`config.mk`:
```
export PLATFORM = sky130hd
export DESIGN_NAME = ysyx_23060025_icache_sa
export DESIGN_NICKNAME = d
export VERILOG_FILES = /design/src/rtl/ysyx_23060025_icache_sa_pkg.sv /design/src/rtl/ysyx_23060025_icache_sa_way.sv /design/src/rtl/ysyx_23060025_icache_sa.sv
export SDC_FILE = /design/constraint.sdc
export NUM_CORES = 2
export LEC_CHECK = 0
export ABC_CLOCK_PERIOD_IN_PS = 5000
export CORE_ASPECT_RATIO = 0.8
export CORE_MARGIN = 2
export CORE_UTILIZATION = 30
export CTS_CLUSTER_SIZE = 8
export DETAILED_ROUTE_END_ITERATION = 10
export GPL_ROUTABILITY_DRIVEN = 0
export GPL_TIMING_DRIVEN = 0
export HOLD_SLACK_MARGIN = 0.03
export PLACE_DENSITY = 0.45
export SETUP_SLACK_MARGIN = 0.3
export SLEW_MARGIN = 10
export SYNTH_ARGS = -nofsm -noshare
export SYNTH_HDL_FRONTEND = slang
export SYNTH_HIERARCHICAL = 1
export SYNTH_MEMORY_MAX_BITS = 65536
export SYNTH_SLANG_ARGS = --single-unit
```
`constraint.sdc`:
```
create_clock -name clock -period 5 [get_ports clock]
set_input_delay 1 -clock clock [delete_from_list [all_inputs] [get_ports clock]]
set_output_delay 1 -clock clock [all_outputs]
set_load 0.01 [all_outputs]
```
`src/rtl/ysyx_23060025_icache_sa_pkg.sv`:
```
// Shared constants for the set-associative instruction cache.
//   - ICACHE_S_* : FSM state encodings (legacy-compatible constants)
//   - AXI_ADDR_SIZE_4, AXI_ADDR_BURST_INCR, AXI_RESP_OKAY : AXI4 field values
//   - victim_width() : pointer width helper (at least one bit)
package ysyx_23060025_icache_sa_pkg;

  localparam logic [2:0] ICACHE_S_IDLE  = 3'd0;
  localparam logic [2:0] ICACHE_S_CHECK = 3'd1;
  localparam logic [2:0] ICACHE_S_AR    = 3'd2;
  localparam logic [2:0] ICACHE_S_R     = 3'd3;
  localparam logic [2:0] ICACHE_S_FILL  = 3'd4;
  localparam logic [2:0] ICACHE_S_RESP  = 3'd5;

  localparam logic [2:0] AXI_ADDR_SIZE_4     = 3'b010;
  localparam logic [1:0] AXI_ADDR_BURST_INCR = 2'b01;
  localparam logic [1:0] AXI_RESP_OKAY       = 2'b00;

  function automatic int unsigned victim_width(input int unsigned ways);
    return (ways > 1) ? $clog2(ways) : 1;
  endfunction

endpackage

```
`src/rtl/ysyx_23060025_icache_sa_way.sv`:
```
// One way of the instruction cache: data lines, tags and valid bits.
// Ports:
//   clock, reset      : clock, synchronous active-low reset (clears valid only)
//   set_idx, tag      : lookup set and tag (also the write set/tag)
//   word_idx          : word selected for rdata
//   hit, line_valid   : tag match with valid line / valid bit of the set
//   rdata             : combinational read word
//   wr_word_en/idx/data : refill word write
//   tag_wr_en         : write tag and mark line valid
//   inv_en            : mark the line of set_idx invalid
//   flush             : clear all valid bits
module ysyx_23060025_icache_way
  import ysyx_23060025_icache_sa_pkg::*;
#(
  parameter int unsigned DATA_WIDTH = 32,
  parameter int unsigned TAG_W      = 24,
  parameter int unsigned SET_ADDR_W = 4,
  parameter int unsigned WORD_W     = 2
) (
  input  logic                  clock,
  input  logic                  reset,
  input  logic [SET_ADDR_W-1:0] set_idx,
  input  logic [TAG_W-1:0]      tag,
  input  logic [WORD_W-1:0]     word_idx,
  output logic                  hit,
  output logic                  line_valid,
  output logic [DATA_WIDTH-1:0] rdata,
  input  logic                  wr_word_en,
  input  logic [WORD_W-1:0]     wr_word_idx,
  input  logic [DATA_WIDTH-1:0] wr_data,
  input  logic                  tag_wr_en,
  input  logic                  inv_en,
  input  logic                  flush
);

  localparam int unsigned SETS  = 1 << SET_ADDR_W;
  localparam int unsigned WORDS = 1 << WORD_W;

  logic [DATA_WIDTH-1:0] data_q [SETS][WORDS];
  logic [TAG_W-1:0]      tag_q  [SETS];
  logic [SETS-1:0]       valid_q;

  always_ff @(posedge clock) begin
    if (!reset) begin
      valid_q <= '0;
    end else if (flush) begin
      valid_q <= '0;
    end else if (tag_wr_en) begin
      valid_q[set_idx] <= 1'b1;
    end else if (inv_en) begin
      valid_q[set_idx] <= 1'b0;
    end
  end

  always_ff @(posedge clock) begin
    if (wr_word_en) data_q[set_idx][wr_word_idx] <= wr_data;
    if (tag_wr_en)  tag_q[set_idx] <= tag;
  end

  assign line_valid = valid_q[set_idx];
  assign hit        = valid_q[set_idx] && (tag_q[set_idx] == tag);
  assign rdata      = data_q[set_idx][word_idx];

endmodule

```
`src/rtl/ysyx_23060025_icache_sa.sv`:
```
// N-way set-associative instruction cache between the IFU fetch port and an
// AXI4 read-only path. Hits answer two cycles after the request; misses
// refill a whole line with one INCR burst.
// Ports:
//   clock, reset                  : clock, synchronous active-low reset
//   in_paddr/in_psel/in_flush     : fetch request and invalidate-all pulse
//   in_pready/in_prdata/in_pslverr: one-cycle response with word and error
//   out_ar*                       : AXI read address channel
//   out_r*                        : AXI read data channel
// Optional (macro YSYX_23060025_ICACHE_PERF_EN):
//   perf_hit_cnt, perf_miss_cnt   : wrapping hit/miss counters
module ysyx_23060025_icache_sa
  import ysyx_23060025_icache_sa_pkg::*;
#(
  parameter int unsigned ADDR_WIDTH      = 32,
  parameter int unsigned DATA_WIDTH      = 32,
  parameter int unsigned WAYS            = 2,
  parameter int unsigned SET_ADDR_W      = 4,
  parameter int unsigned LINE_OFF_ADDR_W = 4
) (
  input  logic                  clock,
  input  logic                  reset,
  input  logic [ADDR_WIDTH-1:0] in_paddr,
  input  logic                  in_psel,
  input  logic                  in_flush,
  output logic                  in_pready,
  output logic [DATA_WIDTH-1:0] in_prdata,
  output logic                  in_pslverr,
  output logic [ADDR_WIDTH-1:0] out_araddr,
  output logic                  out_arvalid,
  input  logic                  out_arready,
  output logic [7:0]            out_arlen,
  output logic [2:0]            out_arsize,
  output logic [1:0]            out_arburst,
  input  logic                  out_rvalid,
  output logic                  out_rready,
  input  logic [DATA_WIDTH-1:0] out_rdata,
  input  logic [1:0]            out_rresp,
  input  logic                  out_rlast
`ifdef YSYX_23060025_ICACHE_PERF_EN
  ,
  output logic [31:0]           perf_hit_cnt,
  output logic [31:0]           perf_miss_cnt
`endif
);

  localparam int unsigned TAG_W = ADDR_WIDTH - SET_ADDR_W - LINE_OFF_ADDR_W;
  localparam int unsigned WORD_W = LINE_OFF_ADDR_W - 2;
  localparam int unsigned WORDS = 1 << WORD_W;
  localparam int unsigned SETS = 1 << SET_ADDR_W;
  localparam int unsigned VW = victim_width(WAYS);

  logic [2:0]            state_q;
  logic [ADDR_WIDTH-1:0] araddr_q;
  logic [VW-1:0]         victim_q;
  logic [VW-1:0]         victim_c;
  logic [VW-1:0]         ptr_cur;
  logic [WORD_W-1:0]     beat_q;
  logic                  err_q;
  logic                  flush_pend_q;
  logic [DATA_WIDTH-1:0] resp_q;

  logic [TAG_W-1:0]      tag_f;
  logic [SET_ADDR_W-1:0] set_f;
  logic [WORD_W-1:0]     word_f;
  logic                  unused_addr_bits;

  logic [WAYS-1:0]       way_hit;
  logic [WAYS-1:0]       way_valid;
  logic [DATA_WIDTH-1:0] way_rdata [WAYS];
  logic [DATA_WIDTH-1:0] hit_data;
  logic                  any_hit;
  logic                  flush_now;

  assign tag_f            = in_paddr[ADDR_WIDTH-1 -: TAG_W];
  assign set_f            = in_paddr[LINE_OFF_ADDR_W +: SET_ADDR_W];
  assign word_f           = in_paddr[2 +: WORD_W];
  assign unused_addr_bits = ^in_paddr[1:0];

  // A flush seen while busy is deferred to the edge that returns to IDLE, so
  // the in-flight refill still completes and answers with its own data.
  assign flush_now = ((state_q == ICACHE_S_IDLE) && in_flush) ||
                     ((state_q == ICACHE_S_RESP) && (flush_pend_q || in_flush));

  for (genvar w = 0; w < WAYS; w++) begin : g_way
    ysyx_23060025_icache_way #(
      .DATA_WIDTH (DATA_WIDTH),
      .TAG_W      (TAG_W),
      .SET_ADDR_W (SET_ADDR_W),
      .WORD_W     (WORD_W)
    ) u_way (
      .clock       (clock),
      .reset       (reset),
      .set_idx     (set_f),
      .tag         (tag_f),
      .word_idx    (word_f),
      .hit         (way_hit[w]),
      .line_valid  (way_valid[w]),
      .rdata       (way_rdata[w]),
      .wr_word_en  ((state_q == ICACHE_S_R) && out_rvalid && (victim_q == VW'(w))),
      .wr_word_idx (beat_q),
      .wr_data     (out_rdata),
      .tag_wr_en   ((state_q == ICACHE_S_FILL) && !err_q && (victim_q == VW'(w))),
      .inv_en      ((state_q == ICACHE_S_CHECK) && !any_hit && (victim_c == VW'(w))),
      .flush       (flush_now)
    );
  end

  assign any_hit = |way_hit;

  always_comb begin
    hit_data = '0;
    for (int unsigned w = 0; w < WAYS; w++) begin
      if (way_hit[w]) hit_data = hit_data | way_rdata[w];
    end
  end

  // Prefer the lowest-numbered invalid way; otherwise follow the pointer.
  always_comb begin
    logic found;
    found    = 1'b0;
    victim_c = ptr_cur;
    for (int unsigned w = 0; w < WAYS; w++) begin
      if (!found && !way_valid[w]) begin
        victim_c = VW'(w);
        found    = 1'b1;
      end
    end
  end

  if (WAYS > 1) begin : g_ptr
    logic [VW-1:0] ptr_q [SETS];
    always_ff @(posedge clock) begin
      if (!reset) begin
        for (int unsigned s = 0; s < SETS; s++) ptr_q[s] <= '0;
      end else if ((state_q == ICACHE_S_FILL) && !err_q) begin
        ptr_q[set_f] <= ptr_q[set_f] + VW'(1);
      end
    end
    assign ptr_cur = ptr_q[set_f];
  end else begin : g_no_ptr
    assign ptr_cur = '0;
  end

  always_ff @(posedge clock) begin
    if (!reset) begin
      state_q      <= ICACHE_S_IDLE;
      araddr_q     <= '0;
      victim_q     <= '0;
      beat_q       <= '0;
      err_q        <= 1'b0;
      flush_pend_q <= 1'b0;
      resp_q       <= '0;
    end else begin
      if (in_flush && (state_q != ICACHE_S_IDLE)) flush_pend_q <= 1'b1;
      case (state_q)
        ICACHE_S_IDLE: begin
          if (in_psel) state_q <= ICACHE_S_CHECK;
        end
        ICACHE_S_CHECK: begin
          if (any_hit) begin
            resp_q  <= hit_data;
            state_q <= ICACHE_S_RESP;
          end else begin
            araddr_q <= {in_paddr[ADDR_WIDTH-1:LINE_OFF_ADDR_W], {LINE_OFF_ADDR_W{1'b0}}};
            victim_q <= victim_c;
            beat_q   <= '0;
            state_q  <= ICACHE_S_AR;
          end
        end
        ICACHE_S_AR: begin
          if (out_arready) state_q <= ICACHE_S_R;
        end
        ICACHE_S_R: begin
          if (out_rvalid) begin
            if (out_rresp != AXI_RESP_OKAY) err_q <= 1'b1;
            // Capture the requested word as it streams past.
            if (beat_q == word_f) resp_q <= out_rdata;
            beat_q <= beat_q + WORD_W'(1);
            if (out_rlast) state_q <= ICACHE_S_FILL;
          end
        end
        ICACHE_S_FILL: begin
          state_q <= ICACHE_S_RESP;
        end
        ICACHE_S_RESP: begin
          err_q        <= 1'b0;
          flush_pend_q <= 1'b0;
          state_q      <= ICACHE_S_IDLE;
        end
        default: begin
          state_q <= ICACHE_S_IDLE;
        end
      endcase
    end
  end

  assign in_pready   = (state_q == ICACHE_S_RESP);
  assign in_prdata   = (state_q == ICACHE_S_RESP) ? resp_q : '0;
  assign in_pslverr  = (state_q == ICACHE_S_RESP) && err_q;
  assign out_araddr  = araddr_q;
  assign out_arvalid = (state_q == ICACHE_S_AR);
  assign out_rready  = (state_q == ICACHE_S_R);
  assign out_arlen   = 8'(WORDS - 1);
  assign out_arsize  = AXI_ADDR_SIZE_4;
  assign out_arburst = AXI_ADDR_BURST_INCR;

`ifdef YSYX_23060025_ICACHE_PERF_EN
  always_ff @(posedge clock) begin
    if (!reset) begin
      perf_hit_cnt  <= '0;
      perf_miss_cnt <= '0;
    end else if (state_q == ICACHE_S_CHECK) begin
      if (any_hit) perf_hit_cnt  <= perf_hit_cnt + 32'd1;
      else         perf_miss_cnt <= perf_miss_cnt + 32'd1;
    end
  end
`endif

endmodule

```
Yosys cells after proc, flatten, opt, wreduce, memory -nomap -nowiden
Memories as Yosys holds them, arrays and structs flattened.
Index checks and enable logic that the tools add are counted.
{"block": "op_classes", "addsub": 2, "multipliers": 0, "n_div": 0, "order_cmp": 5, "n_eq_ne": 16, "n_shift": 0, "mux": 54, "bitwise_logic": 12, "n_reduce_logical": 39}
{"operator": "two-way mux 32 bit", "count": 11}
{"operator": "two-way mux 128 bit", "count": 2}
{"operator": "binary-select mux 32 bit (select 2 bit)", "count": 2}
{"operator": "demux 32 bit (select 2 bit)", "count": 1}
{"operator": "two-way mux 16 bit", "count": 4}
{"operator": "one-hot mux 32 bit (2 select lines)", "count": 1}
{"operator": "equality test 24 bit", "count": 2}
{"operator": "AND 16 bit", "count": 2}
{"operator": "bitwise OR 16 bit", "count": 2}
{"operator": "bitwise OR 32 bit", "count": 1}
{"operator": "two-way mux 1 bit", "count": 19}
{"operator": "logical AND 1 bit", "count": 18}
{"operator": "inverter 16 bit", "count": 1}
{"operator": "two-way mux 3 bit", "count": 5}
{"operator": "one-hot mux 3 bit (5 select lines)", "count": 1}
{"operator": "nonzero test 2 bit", "count": 5}
{"operator": "binary-select mux 1 bit (select 4 bit)", "count": 2}
{"operator": "inequality test 2 x 1 -> 1 bit, second input constant", "count": 4}
{"operator": "inequality test 2 bit, second input constant", "count": 4}
{"operator": "AND reduction 4 bit", "count": 2}
{"operator": "equality test 3 x 2 -> 1 bit, second input constant", "count": 2}
{"operator": "equality test 3 bit, second input constant", "count": 2}
{"operator": "greater-or-equal comparator 3 bit, second input constant", "count": 2}
{"operator": "inverter 2 -> 3 bit", "count": 2}
{"operator": "other kinds (21)", "count": 31}
{"block": "word_totals", "register_bits": 100, "latch_bits": 0, "ram_bits": 4880, "rom_bits": 0, "wordCells": 142, "memories": 5}
{"memory": "g_way[0].u_way.data_q", "words": 16, "width": 128, "rd": 1, "rd_clocked_by_memory_dff": 0, "wr": 1, "line_no": "ysyx_23060025_icache_sa_way.sv:39", "text": "logic [DATA_WIDTH-1:0] data_q [SETS][WORDS];"}
{"memory": "g_way[1].u_way.data_q", "words": 16, "width": 128, "rd": 1, "rd_clocked_by_memory_dff": 0, "wr": 1, "line_no": "ysyx_23060025_icache_sa_way.sv:39"}
{"memory": "g_way[0].u_way.tag_q", "words": 16, "width": 24, "rd": 1, "rd_clocked_by_memory_dff": 0, "wr": 1, "line_no": "ysyx_23060025_icache_sa_way.sv:40", "text": "logic [TAG_W-1:0] tag_q [SETS];"}
{"memory": "g_way[1].u_way.tag_q", "words": 16, "width": 24, "rd": 1, "rd_clocked_by_memory_dff": 0, "wr": 1, "line_no": "ysyx_23060025_icache_sa_way.sv:40"}
{"memory": "g_ptr.ptr_q", "words": 16, "width": 1, "rd": 1, "rd_clocked_by_memory_dff": 0, "wr": 16, "line_no": "ysyx_23060025_icache_sa.sv:132", "text": "logic [VW-1:0] ptr_q [SETS];"}

Longest topological paths before layout
{"block": "logic_depth", "ltp_word": 9, "mapped_depth": 22, "depth_no_buf": 14}

Modules after synthesis
The synthesis kept the hierarchy.
{"module": "ysyx_23060025_icache_way", "n_inst": 2, "cells_each": 3747, "area_per_inst_um2": 93569.7, "seq_area_each_um2": 73350.3}
{"module": "ysyx_23060025_icache_sa", "n_inst": 1, "cells_each": 516, "area_per_inst_um2": 4425.5, "seq_area_each_um2": 1681.6}

Least setup slack after synthesis
OpenSTA, ideal clock, no wires.
{"block": "synth_timing", "path_kind": "input to register", "start": "in in_paddr[4]", "end": "reg (tool-made name)", "arrival_time_ns": 4.763, "t_required_ns": 4.872, "path_slack_ns": 0.109, "stages": 21, "n_path_buf": 8, "cell_sequence": "buf_6 > buf_6 > buf_6 > buf_2 > mux4_2 > xnor2_1 > a22oi_1 > o21ai_0 > nand4_1 > a211o_1 > nor4_2 > clkbuf_1 > or3_1 > nor2_1 > clkbuf_1 > and2_1 > clkbuf_1 > clkbuf_1 > nand3_1 > a21oi_1 > nor2_1"}
{"item": "start, declared", "line_no": "ysyx_23060025_icache_sa.sv:23", "text": "input logic [ADDR_WIDTH-1:0] in_paddr,"}

==> results.md <==
- Slew Limit Fails: 0
- ANT nets after route: 0
- IO Port Bufs: 133
- Final Critical Period: 4760 ps
- Leading post-synthesis cells by cell area: edfxtp_1, mux4_2, dfxtp_1
- Synth Register Bits: 4980
- I/O Pins: 154
- Synthesized area: 192000 um2
- GRT Max-Usage Layer: met2
- Critical path endpoint category: register
- Via count: 94200
- Seq/Total Area, Yosys: 0.775
- Setup CP Type: in -> reg
- WL/cell: 33.8 um
- Fmax: 0.210 GHz
- Total CTS buffers: 693
- CP Launch Type: input pin
- DIE AREA: 645000 um2
- CTS sink count: 4980
- Met2 Use GR: 0.273
- Post-CTS Hold Buffers: 0
- Slowest Stage Delay on Critical Path: 560 ps
- Reg2Reg Setup Slack: 370 ps
- Worst-skew pair later-pin latency: 1100 ps
- Number of synthesized flops with an enable pin: 4864
- Die Y: 719 um
- Slowest cell on the critical path: mux4_2
- Clk slew on worst S/H paths: 50 ps
- Synth cell types: 70
- Least-Margin Pin Slew: 1270 ps
- Cell Chain, Critical Path: buf_6 -> buf_6 -> buf_8 -> mux4_2 -> mux2i_1 -> a21oi_1 -> xor2_1 -> or4_4 -> nor4_4 -> clkbuf_8 -> or3_1 -> nor2_4 -> buf_4 -> o211ai_1 -> inv_2 -> clkbuf_2 -> clkbuf_4 -> nand3_1 -> a21oi_1 -> nor2_1
- Drt pass-1 iters: 7
- Data arrival, critical path: 5750 ps
- Result of the run: finished, final reports clean
- Vias in the first global route: 94100
- Final #Nets: 9242
- Layout area overhead: 20.4%
- Root Driver: clkbuf_16
- Pin count of the biggest net entering global routing: 110
- Placed instance area: 210000 um2
- Area fraction of the dominant cell type after synthesis: 0.762
- Share of layout cells above drive strength 1: 0.337
- Leak: 70.8 nW
- Initial DRC count: 13300
- Worst Skew: 62.5 ps
- H-Tree Depth: 6
- Worst path bufs/invs: 8
- Most area-hungry cell type in the Yosys netlist: edfxtp_1
- Met3 Use GR: 0.0434
- Most numerous cell in the Yosys netlist: edfxtp_1
- Slew margin rel.: 0.155
- Ys async rst share: 0
- Pwr Density: 404 nW/um2
- RSZ-0062 raised after global routing: true
- Total Wirelength: 603000 um
- Hpwl dp: 412000 um
- CP Max Fanout: 10
- Core area: 636000 um2
- Post-synthesis average cell area: 23.9 um2
- Top post-synthesis cells by count: edfxtp_1, mux4_2, clkbuf_1, nor2_1, nand2_1
- Initial core utilization: 0.301
- Main flop type after synthesis: edfxtp_1
- Worst endpoint required time: 5990 ps
- Post-route cell area: 231000 um2
- Synthesis Warnings: 6
- Worst vdd ir: 0.369 mV
- CP delay by family, top: buffers and inverters
- M1 GR Usage: 0.268
- Initial antenna violation count: 77
- First-pass GRT wire length: 815000 um
- Gr usage total: 0.182
- DRC: 0
- Number of core rows: 262
- Max_cap viols: 0
- Post-synthesis cell count: 8010
- Gr ovfl total: 0
- Routed vias/inst: 5.28
- Min-delay worst type: in -> reg
- Die X-Extent: 897 um
- Final setup fails: 0
- Post-route clock period utilization: 0.951
- Final hold violations: 0
- Clock Path Buffers: 4
- TritonCTS clock tree: done
- Power consumption: 93.3 mW
final cells by class:
cell class | instances | area (um2)
repair buffers | 449 | 8070
diodes | 59 | 148
inverters | 30 | 121
clock buffers | 796 | 18000
clock inverters | 49 | 672
well taps | 8448 | 10600
plain buffers | 466 | 2670
flip-flops and latches | 4980 | 148000
fillers | 57400 | 406000
multi-input cells | 2549 | 42100
power breakdown:
| group | internal, mW | switching [mW] |
|---|---|---|
| clock network | 24.9 | 17.1 |
| logic | 1.81 | 3.49 |
| registers | 45.9 | 0.0268 |
| total | 72.7 | 20.6 |
routing by layer:
metal / routed length, um / vias up
met1: 266000 / 51900
met5: 62 / -
met4: 15300 / 10
met3: 54100 / 839
li1: - / 36800
met2: 268000 / 4671
sequential cells by signal (all words and copies together) (netlist names), named ones only:
| signal | count |
|---|---|
| g_way.u_way/data_q | 4096 |
| g_ptr.ptr_q | 16 |
| g_way.u_way/tag_q | 768 |
| err_q | 1 |
| flush_pend_q | 1 |
| victim_q | 1 |
| beat_q | 2 |
| resp_q | 32 |
| state_q | 3 |
| out_araddr | 28 |
what timing repair did:
item | in CTS | in global routing
endpoints found under the setup margin | 4042 | 187
gates resized for setup | 198 | 59
pin swaps | 39 | 9
buffers inserted | 58 | 8
tightest hold or removal path: stages:
cell and delay [ps]:
buf_6 130, nand2_1 50, a21boi_0 70
cell usage in the layout, fill, tap and decap left out, types with 33 or more instances in the layout:
master and count:
o211ai_1 47, mux2i_1 87, nor2_1 59, xnor2_1 33, mux4_2 1539, buf_4 77
clkbuf_1 283, nand2_1 162, buf_12 166, clkbuf_16 704, nor2_4 130, buf_2 131
and2_1 41, buf_16 120, dfxtp_1 114, a21oi_1 48, clkbuf_2 34, edfxtp_1 4864
and3_2 33, diode_2 59, buf_6 71, clkdlybuf4s50_1 73, a21boi_0 57, nand3_1 37
logic make-up after synthesis:
logic type	after synthesis	synth area share
flip-flops	4980	0.775
multiplexers	1651	0.187
AND/OR/NAND/NOR	539	0.0130
buffers and inverters	496	0.0118
AO/OA/AOI/OAI	302	0.0117
XOR/XNOR	40	0.00183
other	2	0.0000392
path summary, 6_finish.rpt:
path / start / endpoint / depth (start not counted)
max reg2reg: state_q[0] / g_way[1].u_way/data_q[12][19] / 9
min reg2reg: out_araddr[17] / out_araddr[17] / 2
max: in_paddr[4] / register / 20
min: in_paddr[4] / out_araddr[4] / 3
metrics by stage:
step | worst slack [ps] | setup TNS [ps] | instances | utilization | hold WS, ps
finish | 244 | 0 | 17800 | 0.363 | 206
global route | 178 | 0 | 17800 | 0.362 | 178
CTS | 312 | 0 | 17800 | 0.362 | 103
detailed placement | -4390 | -4098500 | 16900 | 0.331 | 462
global placement | -5540 | - | 16600 | 0.320 | 458
floorplan | 338 | 0 | 8025 | - | 430
Note: power is estimated with default switching activity, not from simulation.
